[src/rtl/gs_pkg.sv]
// gs_pkg: shared state, status codes and constants for the Goldschmidt iteration controller.
package gs_pkg;
    typedef enum logic [2:0] {S_IDLE, S_SEED, S_WAIT, S_EVAL, S_DONE} state_t;
    localparam logic [1:0] ST_OK    = 2'b00;
    localparam logic [1:0] ST_MAXIT = 2'b01;
    localparam logic [1:0] ST_DIVZ  = 2'b10;
    localparam logic [1:0] ST_RANGE = 2'b11;
    localparam logic [7:0] FP_ONE     = 8'h38;
    localparam logic [3:0] EXP_BIAS   = 4'd7;
    localparam logic [3:0] SEED_BASE  = 4'(2 * EXP_BIAS);
    localparam logic [7:0] NEAR_ONE_A = 8'h37;
    localparam logic [7:0] NEAR_ONE_B = 8'h36;
    localparam logic [7:0] NEAR_ONE_C = 8'h34;
    // C close enough to 1.0, or a vanished correction term, ends the iteration
    function automatic logic is_converged(input logic [7:0] c, input logic [7:0] xinew);
        return c == FP_ONE || c == NEAR_ONE_A || c == NEAR_ONE_B || c == NEAR_ONE_C || xinew == 8'h00;
    endfunction
endpackage

[src/rtl/gs_iter_ctrl_if.sv]
// gs_iter_ctrl_if: operand request, result and iteration datapath bundle of the controller.
interface gs_iter_ctrl_if;
    logic       in_valid;
    logic       in_ready;
    logic [7:0] in_a;
    logic [7:0] in_b;
    logic [7:0] dp_a;
    logic [7:0] dp_b;
    logic [7:0] dp_xi;
    logic [7:0] dp_c;
    logic [7:0] dp_d;
    logic [7:0] dp_xinew;
    logic       res_valid;
    logic       res_ready;
    logic [7:0] res_q;
    logic [1:0] res_status;
    logic [2:0] res_iter;
    modport master (
        output in_valid, in_a, in_b, res_ready, dp_c, dp_d, dp_xinew,
        input  in_ready, res_valid, res_q, res_status, res_iter, dp_a, dp_b, dp_xi
    );
    modport slave (
        input  in_valid, in_a, in_b, res_ready, dp_c, dp_d, dp_xinew,
        output in_ready, res_valid, res_q, res_status, res_iter, dp_a, dp_b, dp_xi
    );
endinterface

[src/rtl/gs_seed_gen.sv]
// gs_seed_gen: reciprocal seed for divisor exponent; exponent 15 has no representable seed.
module gs_seed_gen import gs_pkg::*; (
    input  logic [3:0] b_exp,
    output logic [7:0] xi,
    output logic       range_err
);
    always_comb begin
        xi = {1'b0, SEED_BASE - b_exp, 3'b000};
        range_err = b_exp == 4'hF;
    end
endmodule

[src/rtl/gs_iter_ctrl.sv]
// gs_iter_ctrl: sequential Goldschmidt division controller reusing one external iteration datapath.
module gs_iter_ctrl import gs_pkg::*; #(
    parameter int DP_LAT   = 2,
    parameter int MAX_ITER = 3
) (
    input logic           clk,
    input logic           rst,
    gs_iter_ctrl_if.slave bus
);
    localparam logic [3:0] WAIT_LD = 4'(DP_LAT - 1);
    localparam logic [2:0] MAX_IT  = 3'(MAX_ITER);
    state_t     state;
    logic [7:0] a_r, b_r, c_r, d_r, xn_r, seed;
    logic [3:0] wait_cnt;
    logic [2:0] iter, iter_n;
    logic       range_err, conv;
    gs_seed_gen u_seed (.b_exp(b_r[6:3]), .xi(seed), .range_err(range_err));
    assign iter_n = iter + 3'd1;
    assign conv = is_converged(c_r, xn_r);
    always_ff @(posedge clk) begin
        if (rst) begin
            state          <= S_IDLE;
            bus.in_ready   <= 1'b1;
            bus.res_valid  <= 1'b0;
            bus.res_q      <= 8'h00;
            bus.res_status <= ST_OK;
            bus.res_iter   <= 3'd0;
            bus.dp_a       <= 8'h00;
            bus.dp_b       <= 8'h00;
            bus.dp_xi      <= 8'h00;
            a_r            <= 8'h00;
            b_r            <= 8'h00;
            c_r            <= 8'h00;
            d_r            <= 8'h00;
            xn_r           <= 8'h00;
            wait_cnt       <= 4'd0;
            iter           <= 3'd0;
        end else begin
            case (state)
                S_IDLE: if (bus.in_valid) begin
                    a_r          <= bus.in_a;
                    b_r          <= bus.in_b;
                    iter         <= 3'd0;
                    bus.in_ready <= 1'b0;
                    state        <= S_SEED;
                end
                S_SEED: if (b_r == 8'h00 || a_r == 8'h00 || range_err) begin
                    bus.res_q      <= 8'h00;
                    bus.res_iter   <= 3'd0;
                    bus.res_status <= b_r == 8'h00 ? ST_DIVZ : a_r == 8'h00 ? ST_OK : ST_RANGE;
                    bus.res_valid  <= 1'b1;
                    state          <= S_DONE;
                end else begin
                    bus.dp_a  <= a_r;
                    bus.dp_b  <= b_r;
                    bus.dp_xi <= seed;
                    wait_cnt  <= WAIT_LD;
                    state     <= S_WAIT;
                end
                S_WAIT: if (wait_cnt != 4'd0) begin
                    wait_cnt <= wait_cnt - 4'd1;
                end else begin
                    c_r   <= bus.dp_c;
                    d_r   <= bus.dp_d;
                    xn_r  <= bus.dp_xinew;
                    state <= S_EVAL;
                end
                S_EVAL: begin
                    iter <= iter_n;
                    if (conv || iter_n == MAX_IT) begin
                        bus.res_q      <= d_r;
                        bus.res_status <= conv ? ST_OK : ST_MAXIT;
                        bus.res_iter   <= iter_n;
                        bus.res_valid  <= 1'b1;
                        state          <= S_DONE;
                    end else begin
                        bus.dp_xi <= xn_r;
                        wait_cnt  <= WAIT_LD;
                        state     <= S_WAIT;
                    end
                end
                S_DONE: if (bus.res_ready) begin
                    bus.res_valid <= 1'b0;
                    bus.in_ready  <= 1'b1;
                    state         <= S_IDLE;
                end
                default: state <= S_IDLE;
            endcase
        end
    end
endmodule

[src/flat_wrapper.sv]
// flat-port wrapper written by rule: the top's interface ports become plain ports
module gs_iter_ctrl_flat import gs_pkg::*;
#(
    parameter int DP_LAT   = 2,
    parameter int MAX_ITER = 3
)
  (clk, rst, bus_in_valid, bus_in_a, bus_in_b, bus_res_ready, bus_dp_c, bus_dp_d, bus_dp_xinew, bus_in_ready, bus_res_valid, bus_res_q, bus_res_status, bus_res_iter, bus_dp_a, bus_dp_b, bus_dp_xi);
  gs_iter_ctrl_if bus_i ();
  input logic clk;
  input logic rst;
  input wire logic [$bits(bus_i.in_valid)-1:0] bus_in_valid;
  input wire logic [$bits(bus_i.in_a)-1:0] bus_in_a;
  input wire logic [$bits(bus_i.in_b)-1:0] bus_in_b;
  input wire logic [$bits(bus_i.res_ready)-1:0] bus_res_ready;
  input wire logic [$bits(bus_i.dp_c)-1:0] bus_dp_c;
  input wire logic [$bits(bus_i.dp_d)-1:0] bus_dp_d;
  input wire logic [$bits(bus_i.dp_xinew)-1:0] bus_dp_xinew;
  output wire logic [$bits(bus_i.in_ready)-1:0] bus_in_ready;
  output wire logic [$bits(bus_i.res_valid)-1:0] bus_res_valid;
  output wire logic [$bits(bus_i.res_q)-1:0] bus_res_q;
  output wire logic [$bits(bus_i.res_status)-1:0] bus_res_status;
  output wire logic [$bits(bus_i.res_iter)-1:0] bus_res_iter;
  output wire logic [$bits(bus_i.dp_a)-1:0] bus_dp_a;
  output wire logic [$bits(bus_i.dp_b)-1:0] bus_dp_b;
  output wire logic [$bits(bus_i.dp_xi)-1:0] bus_dp_xi;
  assign bus_i.in_valid = bus_in_valid;
  assign bus_i.in_a = bus_in_a;
  assign bus_i.in_b = bus_in_b;
  assign bus_i.res_ready = bus_res_ready;
  assign bus_i.dp_c = bus_dp_c;
  assign bus_i.dp_d = bus_dp_d;
  assign bus_i.dp_xinew = bus_dp_xinew;
  assign bus_in_ready = bus_i.in_ready;
  assign bus_res_valid = bus_i.res_valid;
  assign bus_res_q = bus_i.res_q;
  assign bus_res_status = bus_i.res_status;
  assign bus_res_iter = bus_i.res_iter;
  assign bus_dp_a = bus_i.dp_a;
  assign bus_dp_b = bus_i.dp_b;
  assign bus_dp_xi = bus_i.dp_xi;
  gs_iter_ctrl #(.DP_LAT(DP_LAT), .MAX_ITER(MAX_ITER)) u_core (.clk(clk), .rst(rst), .bus(bus_i));
endmodule
[config.mk]
export PLATFORM = sky130hd
export DESIGN_NAME = gs_iter_ctrl_flat
export DESIGN_NICKNAME = d
export VERILOG_FILES = /design/src/rtl/gs_pkg.sv /design/src/rtl/gs_iter_ctrl_if.sv /design/src/rtl/gs_seed_gen.sv /design/src/rtl/gs_iter_ctrl.sv /design/src/flat_wrapper.sv
export SDC_FILE = /design/constraint.sdc
export NUM_CORES = 1
export LEC_CHECK = 0
export CORE_MARGIN = 2
export CORE_UTILIZATION = 30
export DETAILED_ROUTE_END_ITERATION = 10
export REMOVE_ABC_BUFFERS = 1
export SLEW_MARGIN = 15
export SYNTH_ARGS = -nofsm -noshare
export SYNTH_HDL_FRONTEND = slang
export SYNTH_HIERARCHICAL = 1
export SYNTH_SLANG_ARGS = --single-unit
[constraint.sdc]
create_clock -name clk -period 2.3 [get_ports clk]
set_input_delay 0.46 -clock clk [delete_from_list [all_inputs] [get_ports clk]]
set_output_delay 0.46 -clock clk [all_outputs]
set_load 0.1 [all_outputs]
# Word level (Yosys, flattened, before mapping)
# Cells that the tools add are included.
# op_classes
n_eq_ne	18
reduce_logical	27
muxes	34
add_sub_neg	3
bitwise	2
# ops
operator	n
8-bit by 6-bit == test with 1-bit output, second input constant	4
8-bit two-way mux	4
8-bit case mux with 2 select lines	2
8-bit logical NOT	3
3-bit two-way mux	8
3-bit case mux with 5 select lines	1
4-bit two-way mux	3
3-bit case mux with 2 select lines	2
4-bit case mux with 3 select lines	1
3-bit AND reduction	4
2-bit != test, second input constant	5
3-bit by 2-bit == test with 1-bit output, second input constant	3
2-bit two-way mux	4
2-bit AND reduction	4
4-bit AND reduction	2
1-bit logical OR	7
1-bit two-way mux	6
2-bit by 1-bit != test with 1-bit output, second input constant	3
2-bit nonzero test	3
3-bit nonzero test	2
4-bit == test, second input constant	1
2-bit case mux with 2 select lines	1
4-bit nonzero test	1
4-bit by 1-bit subtractor with 4-bit output, second input constant	1
other kinds (8)	9
# totals
output_inout_bits	39
register_bits	89
in_bits	44

# Longest topological paths before layout
# logic_depth
ltp_word	8
depth_mapped	8
ltp_nobuf	7

# Modules after synthesis
# The synthesis kept the hierarchy.
# by_module_without_submodules
mod	area_per_inst_um2	n_inst	cells_per_inst
gs_iter_ctrl	3627.2	1	415
gs_seed_gen	100.1	1	13

# Least setup slack after synthesis
# No wires, ideal clock.
# synth_path
kind	register to register
from	register u_core.b_r[3]
to	register u_core.bus.dp_b[1]
setup_time_ns	0.132
synth_period_minus_slack_ns	1.988
path_stages_with_launch	9
arrival_time_ns	1.856
path_slack_ns	0.312
path_cell_list	dfxtp_1 -> ha_1 -> and3_2 -> or3_4 -> or3_1 -> buf_6 -> buf_2 -> nand2_1 -> a21oi_1
# synth_rtl
element	line	rtl
from (decl)	gs_iter_ctrl.sv:13	logic [7:0] a_r, b_r, c_r, d_r, xn_r, seed;
from (signal assigned)	gs_iter_ctrl.sv:42	b_r <= bus.in_b;
4-bit == test	gs_seed_gen.sv:9	range_err = b_exp == 4'hF;
net u_core.range_err	gs_iter_ctrl.sv:16	logic range_err, conv;
1-bit logical OR	gs_iter_ctrl.sv:47	S_SEED: if (b_r == 8'h00 || a_r == 8'h00 || range_err) begin
1-bit NOT (no line)	n/a	
2-bit AND reduction (no line)	n/a	
to (signal assigned)	gs_iter_ctrl.sv:55	bus.dp_b <= b_r;
to (decl)	gs_iter_ctrl_if.sv:24	output in_ready, res_valid, res_q, res_status, res_iter, dp_a, dp_b, dp_xi
# The timed path passes the listed nets, and every way through them passes these cells.
# A chain may end at the register's enable or synchronous reset.

# Worst setup path after layout
# layout_path
from	register u_core.b_r[4]
to	register u_core.bus.res_status[1]
# layout_rtl
element	line	rtl
4-bit == test	gs_seed_gen.sv:9	
net u_core.range_err	gs_iter_ctrl.sv:16	
1-bit logical OR	gs_iter_ctrl.sv:47	
2-bit by 1-bit != test with 1-bit output (no line)	n/a	
3-bit AND reduction (no line)	n/a	
to (signal assigned)	gs_iter_ctrl.sv:50	bus.res_status <= b_r == 8'h00 ? ST_DIVZ : a_r == 8'h00 ? ST_OK : ST_RANGE;
to (signal assigned)	gs_iter_ctrl.sv:72	bus.res_status <= conv ? ST_OK : ST_MAXIT;
to (decl)	gs_iter_ctrl_if.sv:24	
# The timed path passes the listed nets, and every way through them passes these cells. The select of a mux whose other input is x is not followed.

==> PnR_summary.wiki <==
{| class="wikitable"
! Metric !! Value
|-
| Startpoint-to-endpoint class of the critical path || reg -> reg
|-
| Slew @ Worst Pin || 0.751 ns
|-
| Leak || 1.86 nW
|-
| Count of yosys warnings during synthesis || 6
|-
| Share of power burned in registers || 0.430
|-
| Core Box Area || 12100 um^2
|-
| # setup viols final || 0
|-
| Clock buffer count from CTS || 9
|-
| Nature of the critical path endpoint || flip-flop
|-
| Detailed-route via count || 3179
|-
| Worst min-delay path class || in -> reg
|-
| Proportion of layout cells with a drive suffix above 1 || 0.191
|-
| Port bufs || 82
|-
| Fraction of power spent switching nets || 0.305
|-
| Final weighted congestion in routability-driven placement || 0.806
|-
| Clock tree root buffer cell || clkbuf_16
|-
| Clock power frac || 0.381
|-
| TritonCTS clock tree || done
|-
| Area used by multi-input combinational logic || 1740 um^2
|-
| Data arrival time at the worst-slack endpoint || 2.40 ns
|-
| NetSw || 1.19 mW
|-
| Count of flip-flops with a built-in enable after synthesis || 0
|-
| WL final || 9310 um
|-
| Number of DRC violations after detailed routing || 0
|-
| CTS Buffer Depth || 2
|-
| Post-DRT Antenna Nets || 0
|-
| Worst supply voltage drop on vdd || 0.447 mV
|-
| Cell area after technology mapping || 3730 um^2
|-
| Core Rows || 40
|-
| Die outline width || 115 um
|-
| Clock latency on the worst-skew pair || 0.34 ns
|-
| H-Tree Depth || 3
|-
| Seq/Total Area, Yosys || 0.478
|-
| Antenna cells || 0
|-
| Drt via density || 4.70
|-
| Number of global-route vias before repair || 3111
|-
| Library cell with the largest summed area after synthesis || dfxtp_1
|-
| Number of nets in the layout || 554
|-
| Library cell with the highest instance count after synthesis || nand2_1
|-
| Post-CTS setup buffer count || 0
|-
| Critical path peak fanout || 11
|-
| Layout-stage area growth over the synthesis result || 31.0%
|-
| Number of storage elements in the synthesis netlist || 89
|-
| Worst hold slack after final layout || 0.439 ns
|-
| Register cell area after layout || 1780 um^2
|-
| Min cycle time layout || 2.11 ns
|-
| Max Clock Skew || 0.0116 ns
|-
| CTS Hold Buffers Added || 0
|-
| Io pins || 83
|-
| Largest net degree at the start of global routing || 34
|-
| Number of fill cells || 1225
|-
| Maximum operating frequency || 473 MHz
|-
| Final total negative setup slack || 0 ns
|-
| GRT Total Usage || 0.143
|-
| Congestion Overflow GR || 0
|-
| Max transition margin || 0.487
|-
| Outcome || finished, final reports clean
|-
| Global-route wire length before repair || 14900 um
|-
| Max Slew Vio Count || 0
|-
| Largest cells by area after synthesis || dfxtp_1 48%, nand2_1 12%, a21oi_1 8.7%, a221oi_2 3.2%, mux2i_1 2.4%
|-
| Drt initial violations || 167
|-
| Synthesized instance count || 428
|-
| First-pass iteration count of the detailed router || 4
|-
| Post-cts sizing count || 0
|-
| Area of the die || 13300 um^2
|-
| Count of maximum capacitance violations || 0
|-
| Count of cell types in the netlist || 56
|-
| Starting utilization of the core area || 0.309
|-
| Number of antenna violations at the first check in global routing || 0
|-
| Top cells by count, synth || 120 x nand2_1, 89 x dfxtp_1, 65 x a21oi_1
|-
| Syn Area/Cell || 8.71 um^2
|-
| RSZ-0062 raised after global routing || no
|-
| Logic gate share of total power || 0.190
|-
| Internal Power || 2.73 mW
|-
| Final standard cell utilization of the core || 0.405
|-
| Fraction of post-synthesis cell area in the top cell type by area || 0.478
|-
| Tcrit/Tclk final || 0.919
|-
| Clock sink total || 89
|-
| Dpl hpwl || 6590 um
|-
| PD cells || 803 nW/um^2
|-
| Hold Vio Cnt, Final || 0
|-
| Prevailing post-synth register cell || dfxtp_1
|-
| DR WL/cell || 13.8 um
|-
| Clock input transition at the sequential cells of the worst setup and hold paths || 0.07 ns
|-
| Data required time at the worst endpoint || 2.58 ns
|-
| Nature of the critical path startpoint || flip-flop
|-
| Chip height || 115 um
|-
| Async set-reset flop share out of synthesis || 0
|}
-- state kept, by name (all words and copies together), names as in the netlist --
register / count
u_core/bus.dp_xi: 8
u_core/bus.res_valid: 1
u_core/b_r: 8
u_core/bus.in_ready: 1
u_core/bus.res_status: 2
u_core/a_r: 8
u_core/iter: 3
u_core/xn_r: 8
u_core/bus.dp_a: 8
u_core/bus.res_iter: 3
u_core/wait_cnt: 4
u_core/bus.dp_b: 8
u_core/d_r: 8
u_core/state: 3
u_core/bus.res_q: 8
u_core/c_r: 8
-- cell type report --
class	count	share of cell area
clock buffers	10	0.0469
inverters	8	0.00615
flip-flops and latches	89	0.365
clock inverters	6	0.0149
well taps	168	0.0431
repair buffers	95	0.167
multi-input cells	301	0.357
-- per-stage QoR --
stage	setup WS, ns	std cells	area [um^2]	total power, mW
4_1_cts	0.200	677	4880	3.97
6_report	0.187	677	4880	3.92
5_1_grt	0.0997	677	4880	4.08
3_3_place_gp	0.199	661	4580	2.45
3_5_place_dp	0.184	661	4580	2.46
2_1_floorplan	0.105	398	3550	2.20
-- layer usage --
| layer | GRT usage | part of all wire | wire (um) |
|---|---|---|---|
| met5 | 0 | 0 | 0 |
| met4 | 0.0627 | 0.018 | 167 |
| met3 | 0.0303 | 0.039 | 366 |
| met2 | 0.235 | 0.47 | 4350 |
| met1 | 0.183 | 0.48 | 4430 |
-- logic make-up after synthesis --
kind of cell,count (synthesis),share of synthesized area
DFF,89,0.478
adders and majority gates,6,0.0201
xor gates and xnor gates,5,0.0117
AOI/OAI and AO/OA,102,0.186
buffers and inverters,41,0.0581
and+or+nand+nor,174,0.218
muxes,10,0.0272
other,1,0.00101
-- critical path, stage by stage (launching register included) --
cell     delay, ns
dfxtp_1       0.37
ha_1          0.20
and3_2        0.21
or3_4         0.39
o311a_2       0.39
a21oi_2       0.14
buf_4         0.20
a22o_1        0.15
-- power by group through the flow --
stage                     registers, mW  clock network (mW)  logic, mW
after floorplan                    1.91                   0      0.286
after global placement             1.71                   0      0.740
after detailed placement           1.72                   0      0.746
after CTS                          1.68                1.53      0.750
after global routing               1.69                1.59      0.799
final                              1.68                1.49      0.743
-- cells in the final DEF, fill, tap and decap left out, drive strengths merged, types with 4 or more instances in the layout --
cell and instances:
a22o 10, xor2 4, mux2i 9, nor4 4, clkbuf 10, conb 4
inv 11, nand2 121, a221oi 8, a21oi 66, nor2 20, buf 53
or4 4, nor3 5, o21ai 5, ha 6, clkdlybuf4s50 42, dfxtp 89
-- final timing paths --
check	startpoint	to	slack, ns	cells past startpoint
worst max-delay path	u_core/b_r[4]	u_core/bus.res_status[1]	0.19	7
worst min-delay path	rst	u_core/iter[2]	0.44	2
worst max register to register	u_core/b_r[4]	u_core/bus.res_status[1]	0.19	7
worst min register to register	u_core/c_r[4]	u_core/c_r[4]	0.45	2
No activity file was read; power rests on OpenSTA's default activity.
